**src/rtl/cpu_pkg.sv**
```systemverilog
// Shared definitions for the 8-bit CPU multi-cycle controller.
// Holds the 4-bit opcode map, the FSM state encoding, the fetch-select
// codes and a helper that identifies the states that wait on mem_ready.
package cpu_pkg;

   localparam int STATE_W = 4;

   typedef enum logic [STATE_W-1:0] {
      S_IDLE   = 4'd0,
      S_FETCH  = 4'd1,
      S_DECODE = 4'd2,
      S_OPND   = 4'd3,
      S_MEMRD  = 4'd4,
      S_MEMWR  = 4'd5,
      S_EXEC   = 4'd6,
      S_JUMP   = 4'd7,
      S_IRQ    = 4'd8,
      S_HALT   = 4'd9,
      S_TRAP   = 4'd10
   } state_t;

   // Opcodes 1100..1110 are unassigned and decode as illegal.
   localparam logic [3:0] OP_NOP = 4'b0000;
   localparam logic [3:0] OP_LDO = 4'b0001;
   localparam logic [3:0] OP_LDA = 4'b0010;
   localparam logic [3:0] OP_STO = 4'b0011;
   localparam logic [3:0] OP_PRE = 4'b0100;
   localparam logic [3:0] OP_ADD = 4'b0101;
   localparam logic [3:0] OP_LDM = 4'b0110;
   localparam logic [3:0] OP_JMP = 4'b0111;
   localparam logic [3:0] OP_INC = 4'b1000;
   localparam logic [3:0] OP_DEC = 4'b1001;
   localparam logic [3:0] OP_ADN = 4'b1010;
   localparam logic [3:0] OP_CLR = 4'b1011;
   localparam logic [3:0] OP_HLT = 4'b1111;

   localparam logic [1:0] FETCH_NONE = 2'b00;
   localparam logic [1:0] FETCH_IR   = 2'b01;
   localparam logic [1:0] FETCH_OPND = 2'b10;

   // States that hold on a ROM/RAM access until mem_ready.
   function automatic logic is_wait_state(input state_t s);
      return (s == S_FETCH) || (s == S_OPND) || (s == S_MEMRD) || (s == S_MEMWR);
   endfunction

endpackage

```
**src/rtl/mem_wait_timer.sv**
```systemverilog
// Wait-state watchdog for memory accesses.
// Counts cycles spent without mem_ready and flags expiry on the cycle the
// count would reach MAX_WAIT while ready is still low. MAX_WAIT=0 disables it.
// Ports: clk, rst (async, active high), clear (restart count), ready
// (access complete this cycle), expired (timeout this cycle, combinational).
module mem_wait_timer #(
   parameter int MAX_WAIT = 15
) (
   input  logic clk,
   input  logic rst,
   input  logic clear,
   input  logic ready,
   output logic expired
);

   localparam int CW = (MAX_WAIT < 2) ? 1 : $clog2(MAX_WAIT + 1);
   localparam logic [CW-1:0] LIMIT = (MAX_WAIT < 1) ? '0 : CW'(MAX_WAIT - 1);

   logic [CW-1:0] cnt_r;

   // Wait-cycle counter; saturates at LIMIT because the FSM leaves the state then.
   always_ff @(posedge clk or posedge rst) begin
      if (rst) begin
         cnt_r <= '0;
      end else if (clear) begin
         cnt_r <= '0;
      end else if (!ready && (cnt_r != LIMIT)) begin
         cnt_r <= cnt_r + CW'(1);
      end else begin
         cnt_r <= cnt_r;
      end
   end

   // ready on the limit cycle wins, so expiry requires ready low.
   assign expired = (MAX_WAIT != 0) && !ready && (cnt_r == LIMIT);

endmodule

```
**src/rtl/cpu_controller_mc.sv**
```systemverilog
// Multi-cycle control FSM for the 8-bit CPU.
// Sequences fetch/decode/operand/memory/execute phases, each memory access
// gated by mem_ready with a wait timeout; adds vectored interrupt entry,
// run/stop, illegal-opcode and timeout traps, and a retired-instruction count.
// Ports: clk, rst; ins (opcode from IR), run, mem_ready, irq;
// state, fetch, datapath enables, ROM/RAM strobes, irq_ack/irq_vec_sel,
// halted/trap_ill/trap_timeout status and instr_cnt.
module cpu_controller_mc
   import cpu_pkg::*;
#(
   parameter int OPW      = 4,
   parameter int MAX_WAIT = 15,
   parameter int CNT_W    = 16
) (
   input  logic               clk,
   input  logic               rst,
   input  logic [OPW-1:0]     ins,
   input  logic               run,
   input  logic               mem_ready,
   input  logic               irq,
   output logic [STATE_W-1:0] state,
   output logic [1:0]         fetch,
   output logic               PC_en,
   output logic               pc_in,
   output logic               ac_ena,
   output logic               write_r,
   output logic               read_r,
   output logic               im_int,
   output logic               ad_sel,
   output logic               rom_ena,
   output logic               rom_read,
   output logic               ram_ena,
   output logic               ram_read,
   output logic               ram_write,
   output logic               irq_ack,
   output logic               irq_vec_sel,
   output logic               halted,
   output logic               trap_ill,
   output logic               trap_timeout,
   output logic [CNT_W-1:0]   instr_cnt
);

   state_t           state_r;
   state_t           state_nx_s;
   state_t           retire_nx_s;
   logic [CNT_W-1:0] instr_cnt_r;
   logic             trap_ill_r;
   logic             trap_to_r;
   logic             retire_s;
   logic             goto_ill_s;
   logic             goto_to_s;
   logic             expired_s;
   logic             clear_s;
   logic             upper_bad_s;
   logic [3:0]       op_s;

   assign op_s = ins[3:0];

   generate
      if (OPW > 4) begin : g_upper
         assign upper_bad_s = |ins[OPW-1:4];
      end else begin : g_no_upper
         assign upper_bad_s = 1'b0;
      end
   endgenerate

   // Restart the wait count on every state change and outside wait states.
   assign clear_s = (state_nx_s != state_r) || !is_wait_state(state_r);

   mem_wait_timer #(.MAX_WAIT(MAX_WAIT)) u_timer (
      .clk     (clk),
      .rst     (rst),
      .clear   (clear_s),
      .ready   (mem_ready),
      .expired (expired_s)
   );

   // State, retired-count and sticky trap-cause registers.
   always_ff @(posedge clk or posedge rst) begin
      if (rst) begin
         state_r     <= S_IDLE;
         instr_cnt_r <= '0;
         trap_ill_r  <= 1'b0;
         trap_to_r   <= 1'b0;
      end else begin
         state_r     <= state_nx_s;
         if (retire_s) begin
            instr_cnt_r <= instr_cnt_r + CNT_W'(1);
         end else begin
            instr_cnt_r <= instr_cnt_r;
         end
         trap_ill_r  <= trap_ill_r | goto_ill_s;
         trap_to_r   <= trap_to_r | goto_to_s;
      end
   end

   // Next-state decode and combinational control strobes.
   always_comb begin
      state_nx_s  = state_r;
      retire_s    = 1'b0;
      goto_ill_s  = 1'b0;
      goto_to_s   = 1'b0;
      fetch       = FETCH_NONE;
      PC_en       = 1'b0;
      pc_in       = 1'b0;
      ac_ena      = 1'b0;
      write_r     = 1'b0;
      read_r      = 1'b0;
      im_int      = 1'b0;
      ad_sel      = 1'b0;
      rom_ena     = 1'b0;
      rom_read    = 1'b0;
      ram_ena     = 1'b0;
      ram_read    = 1'b0;
      ram_write   = 1'b0;
      irq_ack     = 1'b0;
      irq_vec_sel = 1'b0;
      halted      = 1'b0;
      // Retire priority: pending interrupt, then stop request, then next fetch.
      retire_nx_s = irq ? S_IRQ : (run ? S_FETCH : S_IDLE);

      case (state_r)
         S_IDLE: begin
            state_nx_s = run ? S_FETCH : S_IDLE;
         end
         S_FETCH: begin
            rom_ena  = 1'b1;
            rom_read = 1'b1;
            fetch    = FETCH_IR;
            if (mem_ready) begin
               state_nx_s = S_DECODE;
            end else if (expired_s) begin
               state_nx_s = S_TRAP;
               goto_to_s  = 1'b1;
            end else begin
               state_nx_s = S_FETCH;
            end
         end
         S_DECODE: begin
            PC_en = 1'b1;
            if (upper_bad_s) begin
               state_nx_s = S_TRAP;
               goto_ill_s = 1'b1;
            end else begin
               case (op_s)
                  OP_NOP: begin
                     retire_s   = 1'b1;
                     state_nx_s = retire_nx_s;
                  end
                  OP_HLT: state_nx_s = S_HALT;
                  OP_PRE, OP_ADD, OP_INC, OP_DEC: state_nx_s = S_EXEC;
                  OP_ADN, OP_CLR: begin
                     im_int     = 1'b1;
                     state_nx_s = S_EXEC;
                  end
                  OP_LDO, OP_LDA, OP_STO, OP_LDM, OP_JMP: state_nx_s = S_OPND;
                  default: begin
                     state_nx_s = S_TRAP;
                     goto_ill_s = 1'b1;
                  end
               endcase
            end
         end
         S_OPND: begin
            rom_ena  = 1'b1;
            rom_read = 1'b1;
            fetch    = FETCH_OPND;
            if (mem_ready) begin
               PC_en = 1'b1;
               case (op_s)
                  OP_LDO, OP_LDA: state_nx_s = S_MEMRD;
                  OP_STO:         state_nx_s = S_MEMWR;
                  OP_LDM:         state_nx_s = S_EXEC;
                  OP_JMP:         state_nx_s = S_JUMP;
                  default: begin
                     state_nx_s = S_TRAP;
                     goto_ill_s = 1'b1;
                  end
               endcase
            end else if (expired_s) begin
               state_nx_s = S_TRAP;
               goto_to_s  = 1'b1;
            end else begin
               state_nx_s = S_OPND;
            end
         end
         S_MEMRD: begin
            ad_sel = 1'b1;
            if (op_s == OP_LDO) begin
               rom_ena  = 1'b1;
               rom_read = 1'b1;
            end else begin
               ram_ena  = 1'b1;
               ram_read = 1'b1;
            end
            if (mem_ready) begin
               write_r    = 1'b1;
               ac_ena     = 1'b1;
               retire_s   = 1'b1;
               state_nx_s = retire_nx_s;
            end else if (expired_s) begin
               state_nx_s = S_TRAP;
               goto_to_s  = 1'b1;
            end else begin
               state_nx_s = S_MEMRD;
            end
         end
         S_MEMWR: begin
            ad_sel    = 1'b1;
            read_r    = 1'b1;
            ram_ena   = 1'b1;
            ram_write = 1'b1;
            if (mem_ready) begin
               retire_s   = 1'b1;
               state_nx_s = retire_nx_s;
            end else if (expired_s) begin
               state_nx_s = S_TRAP;
               goto_to_s  = 1'b1;
            end else begin
               state_nx_s = S_MEMWR;
            end
         end
         S_EXEC: begin
            ac_ena = 1'b1;
            if ((op_s == OP_PRE) || (op_s == OP_ADD)) begin
               read_r = 1'b1;
            end else if (op_s == OP_LDM) begin
               write_r  = 1'b1;
               rom_ena  = 1'b1;
               rom_read = 1'b1;
            end else begin
               read_r = 1'b0;
            end
            retire_s   = 1'b1;
            state_nx_s = retire_nx_s;
         end
         S_JUMP: begin
            pc_in      = 1'b1;
            PC_en      = 1'b1;
            retire_s   = 1'b1;
            state_nx_s = retire_nx_s;
         end
         S_IRQ: begin
            irq_ack     = 1'b1;
            irq_vec_sel = 1'b1;
            pc_in       = 1'b1;
            PC_en       = 1'b1;
            state_nx_s  = S_FETCH;
         end
         S_HALT: begin
            halted = 1'b1;
            // The HLT instruction retires only when an interrupt wakes it.
            if (irq) begin
               retire_s   = 1'b1;
               state_nx_s = S_IRQ;
            end else if (!run) begin
               state_nx_s = S_IDLE;
            end else begin
               state_nx_s = S_HALT;
            end
         end
         S_TRAP: begin
            state_nx_s = S_TRAP;
         end
         default: begin
            state_nx_s = S_IDLE;
         end
      endcase
   end

   assign state        = state_r;
   assign trap_ill     = trap_ill_r;
   assign trap_timeout = trap_to_r;
   assign instr_cnt    = instr_cnt_r;

endmodule

```
**config.mk**
```make
export PLATFORM = sky130hd
export DESIGN_NAME = cpu_controller_mc
export DESIGN_NICKNAME = d
export VERILOG_FILES = /design/src/rtl/cpu_pkg.sv /design/src/rtl/mem_wait_timer.sv /design/src/rtl/cpu_controller_mc.sv
export SDC_FILE = /design/constraint.sdc
export NUM_CORES = 1
export LEC_CHECK = 0
export BUFFER_PORTS_ARGS = -buffer_cell sky130_fd_sc_hd__buf_2
export CELL_PAD_IN_SITES_DETAIL_PLACEMENT = 1
export CELL_PAD_IN_SITES_GLOBAL_PLACEMENT = 1
export CORE_MARGIN = 2
export CORE_UTILIZATION = 39
export CTS_BUF_LIST = sky130_fd_sc_hd__clkbuf_16
export DETAILED_ROUTE_END_ITERATION = 6
export PLACE_DENSITY_LB_ADDON = 0.12
export SLEW_MARGIN = 20
export SYNTH_ARGS = -nofsm -noshare
export SYNTH_HDL_FRONTEND = slang
export SYNTH_HIERARCHICAL = 1
export SYNTH_SLANG_ARGS = --single-unit
```
**constraint.sdc**
```tcl
create_clock -name clk -period 3.1 [get_ports clk]
set_input_delay 0 -clock clk [delete_from_list [all_inputs] [get_ports clk]]
set_output_delay 0 -clock clk [all_outputs]
set_load 0.1 [all_outputs]
```
[Yosys cells after proc, flatten, opt, wreduce, memory -nomap -nowiden]
Index checks and enable logic that the tools add are counted.
Widths: inputs -> output; s select.
Word-level totals
  bits in latches: 0
  memories kept: 0
  bits in writable memories: 0
  bits in read-only memories: 0
  output and inout port bits: 39
  input port bits: 9
  flip-flop bits (word level): 26
  word-level logic and storage cells: 105
Operators by class
  $mul: 0
  reduce and logical (&&, ||, !) cells: 23
  eq/ne operators: 25
  shifts and indexed selects: 0
  add/sub/neg operators: 2
  order comparisons: 0
  div/mod/pow operators: 0
  bitwise logic cells: 2
  mux-type cells: 48
Operators with widths (number)
  $mux 4: 13
  $pmux 4 s10: 1
  $eq 4x4->1 const B: 9
  $eq 4x3->1 const B: 8
  $pmux 4 s4: 2
  $mux 1: 23
  $add 16x1->16 const B: 1
  $eq 4x2->1 const B: 4
  $reduce_or 13->1: 1
  $pmux 1 s2: 6
  $reduce_or 2->1: 6
  $eq 4x1->1 const B: 2
  $logic_not 4->1: 2
  $reduce_or 6->1: 1
  $logic_or 1x1->1: 5
  $reduce_or 5->1: 1
  $add 4x1->4 const B: 1
  $ne 4x4->1: 1
  $ne 4x4->1 const B: 1
  $pmux 1 s4: 1
  $pmux 2 s2: 1
  $reduce_or 4->1: 1
  $pmux 1 s3: 1
  $reduce_or 3->1: 1
  4 further kinds: 7

[Depth between registers and ports, before layout]
  depth in word-level cells: 8
  mapped depth: 10
  mapped depth without buffers: 10

[By module]
The synthesis kept the hierarchy.
Modules (own cells, without submodules)
  cpu_controller_mc: instances 1, cells an instance 187, seq. area each 550.5 µm², area each 1641.6 µm²
  mem_wait_timer: instances 1, cells an instance 23, seq. area each 100.1 µm², area each 242.7 µm²

[Worst setup path before layout]
OpenSTA, ideal clock, no wires.
  path type: register -> output
  start: register state_r[3] (netlist: state[3])
  end: output port PC_en
  required time: 3.100 ns
  slack: -1.996 ns
  arrival time: 5.096 ns
  cell stages (with the launch flop): 6
  path buffers: 1
  path through: dfrtp_1 -> buf_4 -> nand2b_1 -> nor3_1 -> a31o_1 -> a211o_1
On the way
  cells in the longest elaborated chain, start to end: 3
  elaborated cells on any way between the ends: 6
  classes of those cells: 4 x eq/ne; 1 x mux; 1 x reduce/logical
Ends and longest elaborated chain
  start: declaration: line cpu_controller_mc.sv:43  | state_t state_r;
  start signal: assignment: line cpu_controller_mc.sv:86  | state_r <= state_nx_s;
  $eq 4x2->1, or another cell as far along: line cpu_controller_mc.sv:122  | case (state_r)
  $reduce_or 3->1 (no source line)
  $pmux 1 s2 *: line cpu_controller_mc.sv:122
  end: declaration: line cpu_controller_mc.sv:23  | output logic PC_en,
Every way passes the cells marked *; elsewhere a longest branch is shown, timed or not.

[Worst setup path after layout]
  start: register u_timer.cnt_r[0]
  end: register u_timer.cnt_r[2]
On the way
  cells in the longest elaborated chain, start to end: 8
  elaborated cells on any way between the ends: 19
  classes of those cells: 1 x add/sub; 3 x eq/ne; 11 x mux; 4 x reduce/logical
Ends and longest elaborated chain
  start: declaration: line mem_wait_timer.sv:19  | logic [CW-1:0] cnt_r;
  start signal: assignment: line mem_wait_timer.sv:28  | cnt_r <= cnt_r + CW'(1);
  start signal: assignment: line mem_wait_timer.sv:30  | cnt_r <= cnt_r;
  $eq 4x4->1 *: line mem_wait_timer.sv:35  | assign expired = (MAX_WAIT != 0) && !ready && (cnt_r == LIMIT);
  $logic_and 1x1->1 *: line mem_wait_timer.sv:35
  via expired_s: line cpu_controller_mc.sv:52  | logic expired_s;
  $mux 4, on equally long branches (2 in series)
  $pmux 4 s10 *: line cpu_controller_mc.sv:122
  $ne 4x4->1 *: line cpu_controller_mc.sv:68  | assign clear_s = (state_nx_s != state_r) || !is_wait_state(state_r);
  $logic_or 1x1->1 *: line cpu_controller_mc.sv:68
  via clear_s: line cpu_controller_mc.sv:53  | logic clear_s;
  $mux 4 / $reduce_bool 2->1 (equally long branches)
The timed path passes the listed nets; every way through them passes the cells marked *. The select of a mux whose other input is x is not followed.
A chain may end at the register's enable or synchronous reset.

==> results by group <==
Placed design
  – GPL Wtd Cong: 0.8031
  – Dpl hpwl: 3690 um
  – Placement Setup Slack: 571.5 ps
  – Port Buffers: 47

Run
  – MaxCap Viol Count: 0

STA
  – Final worst path period share: 0.8266
  – Final hold viol count: 0
  – RSZ-0062 raised after global routing: false
  – Measured slew at the worst slew-check pin: 907.8 ps
  – Final worst slack: 537.5 ps
  – Final setup vio count: 0
  – Max_slew headroom: 0.3941
  – Fin Hold WS: 54.45 ps
  – Max Slew Vio Count: 0
  – Fmax: 390.3 MHz
  – Post-layout minimum cycle time: 2562 ps
  – Max Clock Skew: 6.577 ps

CTS
  – CTS buffer count: 3
  – CTS root buf: clkbuf_16
  – Clock sink count: 26
  – # Post-CTS Setup Buffers: 0
  – CTS tree: done
  – Longest Clk Path Bufs: 2
  – Clk_lat worst skew: 270 ps
  – CTS H-tree depth: 1
  – Worst-path clk slew: 70 ps
  – Cts repair resizes: 0
  – Cts hold-fix bufs: 1

Hold path
  – Hold path endpoint: state[3]
  – Worst hold path type: in2reg
  – HP Start: irq
  – Worst Hold Depth: 3

Synthesis
  – Mapped cell area: 1884 um^2
  – Ys Warns: 6
  – Number of synthesized flops with an enable pin: 0
  – Cell count after synthesis: 210
  – Yosys cell types: 57
  – Post-synthesis sequential area ratio: 0.3453
  – Post-synth top flop: dfrtp_1
  – Ys async rst share: 1.000
  – Syn avg cell area: 8.973 um^2
  – #FFs+latches synth: 26
  – Synth Net Count: 222

Detailed routing
  – ANT nets after route: 0
  – Routed wire length: 5278 um
  – Via density: 5.927
  – Router iterations before antenna repair: 4
  – Wire per inst: 17.48 um
  – Vias after detailed routing: 1790
  – 1st-iter DRT viols: 192
  – # DRC: 0

Global routing
  – Vias in the first global route: 1708
  – Overall Global Routing Usage: 0.2052
  – Grt ovf: 0
  – First-pass GRT wire length: 8631 um
  – Largest net degree at the start of global routing: 27
  – Initial antenna violation count: 0

Setup path
  – WP data arrival: 2700 ps
  – Crit-path max FO: 5
  – Worst path required time: 3240 ps
  – CP Capture Type: flop
  – Reg2Reg Capture Point: u_timer/cnt_r[2]
  – Flop2flop setup slack: 540 ps
  – Kind of critical path: reg2reg
  – Reg2Reg Depth: 10
  – RR Startpoint: u_timer/cnt_r[0]
  – Critical Path Source Type: flop

Pwr
  – Power Total: 2.506 mW
  – Combinational share of power: 0.601
  – PD cells: 1081 nW/um^2
  – Sw Share: 0.6091
  – VDD IR max: 0.0005171 V
  – Internal: 979.6 uW
  – Clock Power Share: 0.155
  – Reg power frac: 0.244
  – Sw power: 1.526 mW
  – P_leak: 1.089 nW

Cells and area
  – Area Overhead vs Synth: 22.97%
  – Final net count: 261
  – # diodes: 0
  – Ratio of cells with drive above 1 in the final layout: 0.2984

Outcome
  – Status: finished clean

Die
  – Placement Rows: 25
  – Core footprint: 4692 um^2
  – Die X: 73.51 um
  – Die area: 5404 um^2
  – Io pins: 48
  – Initial Util: 0.4016
  – DIE HEIGHT: 73.51 um
[cell usage in the layout, fill, tap and decap left out, types with 4 or more instances in the layout]
master,n
buf_2,47
nor2b_1,4
nor2_1,11
nor4_1,6
nand2b_1,9
nand4_1,5
dfrtp_1,22
inv_1,7
nand2_1,12
nand3_1,8
o21ai_0,5
a21oi_1,6
xor2_1,13
nor3_1,8
[critical path, cell delays in order (launching register included)]
cell	delay (ps)
dfrtp_1	420
inv_1	70
ha_1	230
nand2_1	90
nor3b_1	460
nor2b_1	260
or3b_1	370
and3_1	200
nand4_1	150
o21bai_1	140
a31oi_1	50
[flip-flops by register name, summed over array words and instances, names as in the netlist]
register	flops
u_timer/cnt_r	4
state	4
trap_timeout	1
instr_cnt	16
trap_ill	1
[power by group through the flow]
stage / Sequential (mW) / Combinational [mW] / Clock, mW
3_5_place_dp: 0.619 / 1.50 / 0
4_1_cts: 0.614 / 1.51 / 0.395
6_report: 0.612 / 1.51 / 0.387
5_1_grt: 0.636 / 1.57 / 0.407
3_3_place_gp: 0.619 / 1.50 / 0
2_1_floorplan: 0.874 / 1.03 / 0
[synth_stat cells (4+ instances only)]
cell	count	area [um^2]
inv_1	7	26.28
clkbuf_1	11	41.29
nor4_1	8	50.05
nor2b_1	4	25.02
dfrtp_1	26	650.6
o21ai_0	5	25.02
nor2_1	11	41.29
nand2_1	12	45.04
nand2b_1	9	56.30
nand4_1	5	31.28
a21oi_1	7	35.03
nor3b_1	4	30.03
nor3_1	12	60.06
nand3_1	8	40.04
xor2_1	13	113.9
[per-layer routing]
metal	wire length, um	vias up	global-route usage
met3	216	5	0.03429
met2	2419	46	0.3145
li1	-	855	-
met4	49	0	0.04848
met5	0	-	0
met1	2593	884	0.3018
[kinds of logic after synthesis]
kind of cell               share of synthesized area
AOI/OAI and AO/OA                             0.1627
xor gates and xnor gates                     0.07437
adders and majority gates                    0.01992
buffers and inverters                        0.05976
DFF                                           0.3453
muxes                                        0.01660
and+or+nand+nor                               0.3214
[final cells by class]
class	instances	area, um^2
inverter	10	37.54
timing repair buffer	49	252.7
tap	54	67.56
clock inverter	1	30.03
fill	559	2375
clock buffer	3	75.07
multi-input combinational	159	1194
sequential	26	660.6
[stage by stage]
stage	TNS, ps	util	cell area [um^2]	std cells
final	0	0.4939	2317	302
after floorplan	-461.4	-	1967	210
after global placement	0	0.4693	2202	297
after global routing	0	0.4939	2317	302
after CTS	0	0.4939	2317	302
after detailed placement	0	0.4693	2202	297
[how the worst max path moves through the flow]
stage,start,to,cells past startpoint
floorplan,state[1],PC_en,4
global placement,u_timer/cnt_r[0],u_timer/cnt_r[2],10
detailed placement,u_timer/cnt_r[0],u_timer/cnt_r[2],10
CTS,u_timer/cnt_r[0],u_timer/cnt_r[2],10
global route,u_timer/cnt_r[0],u_timer/cnt_r[2],10
finish,u_timer/cnt_r[0],u_timer/cnt_r[2],10
Power figures use the tool's default switching activity.
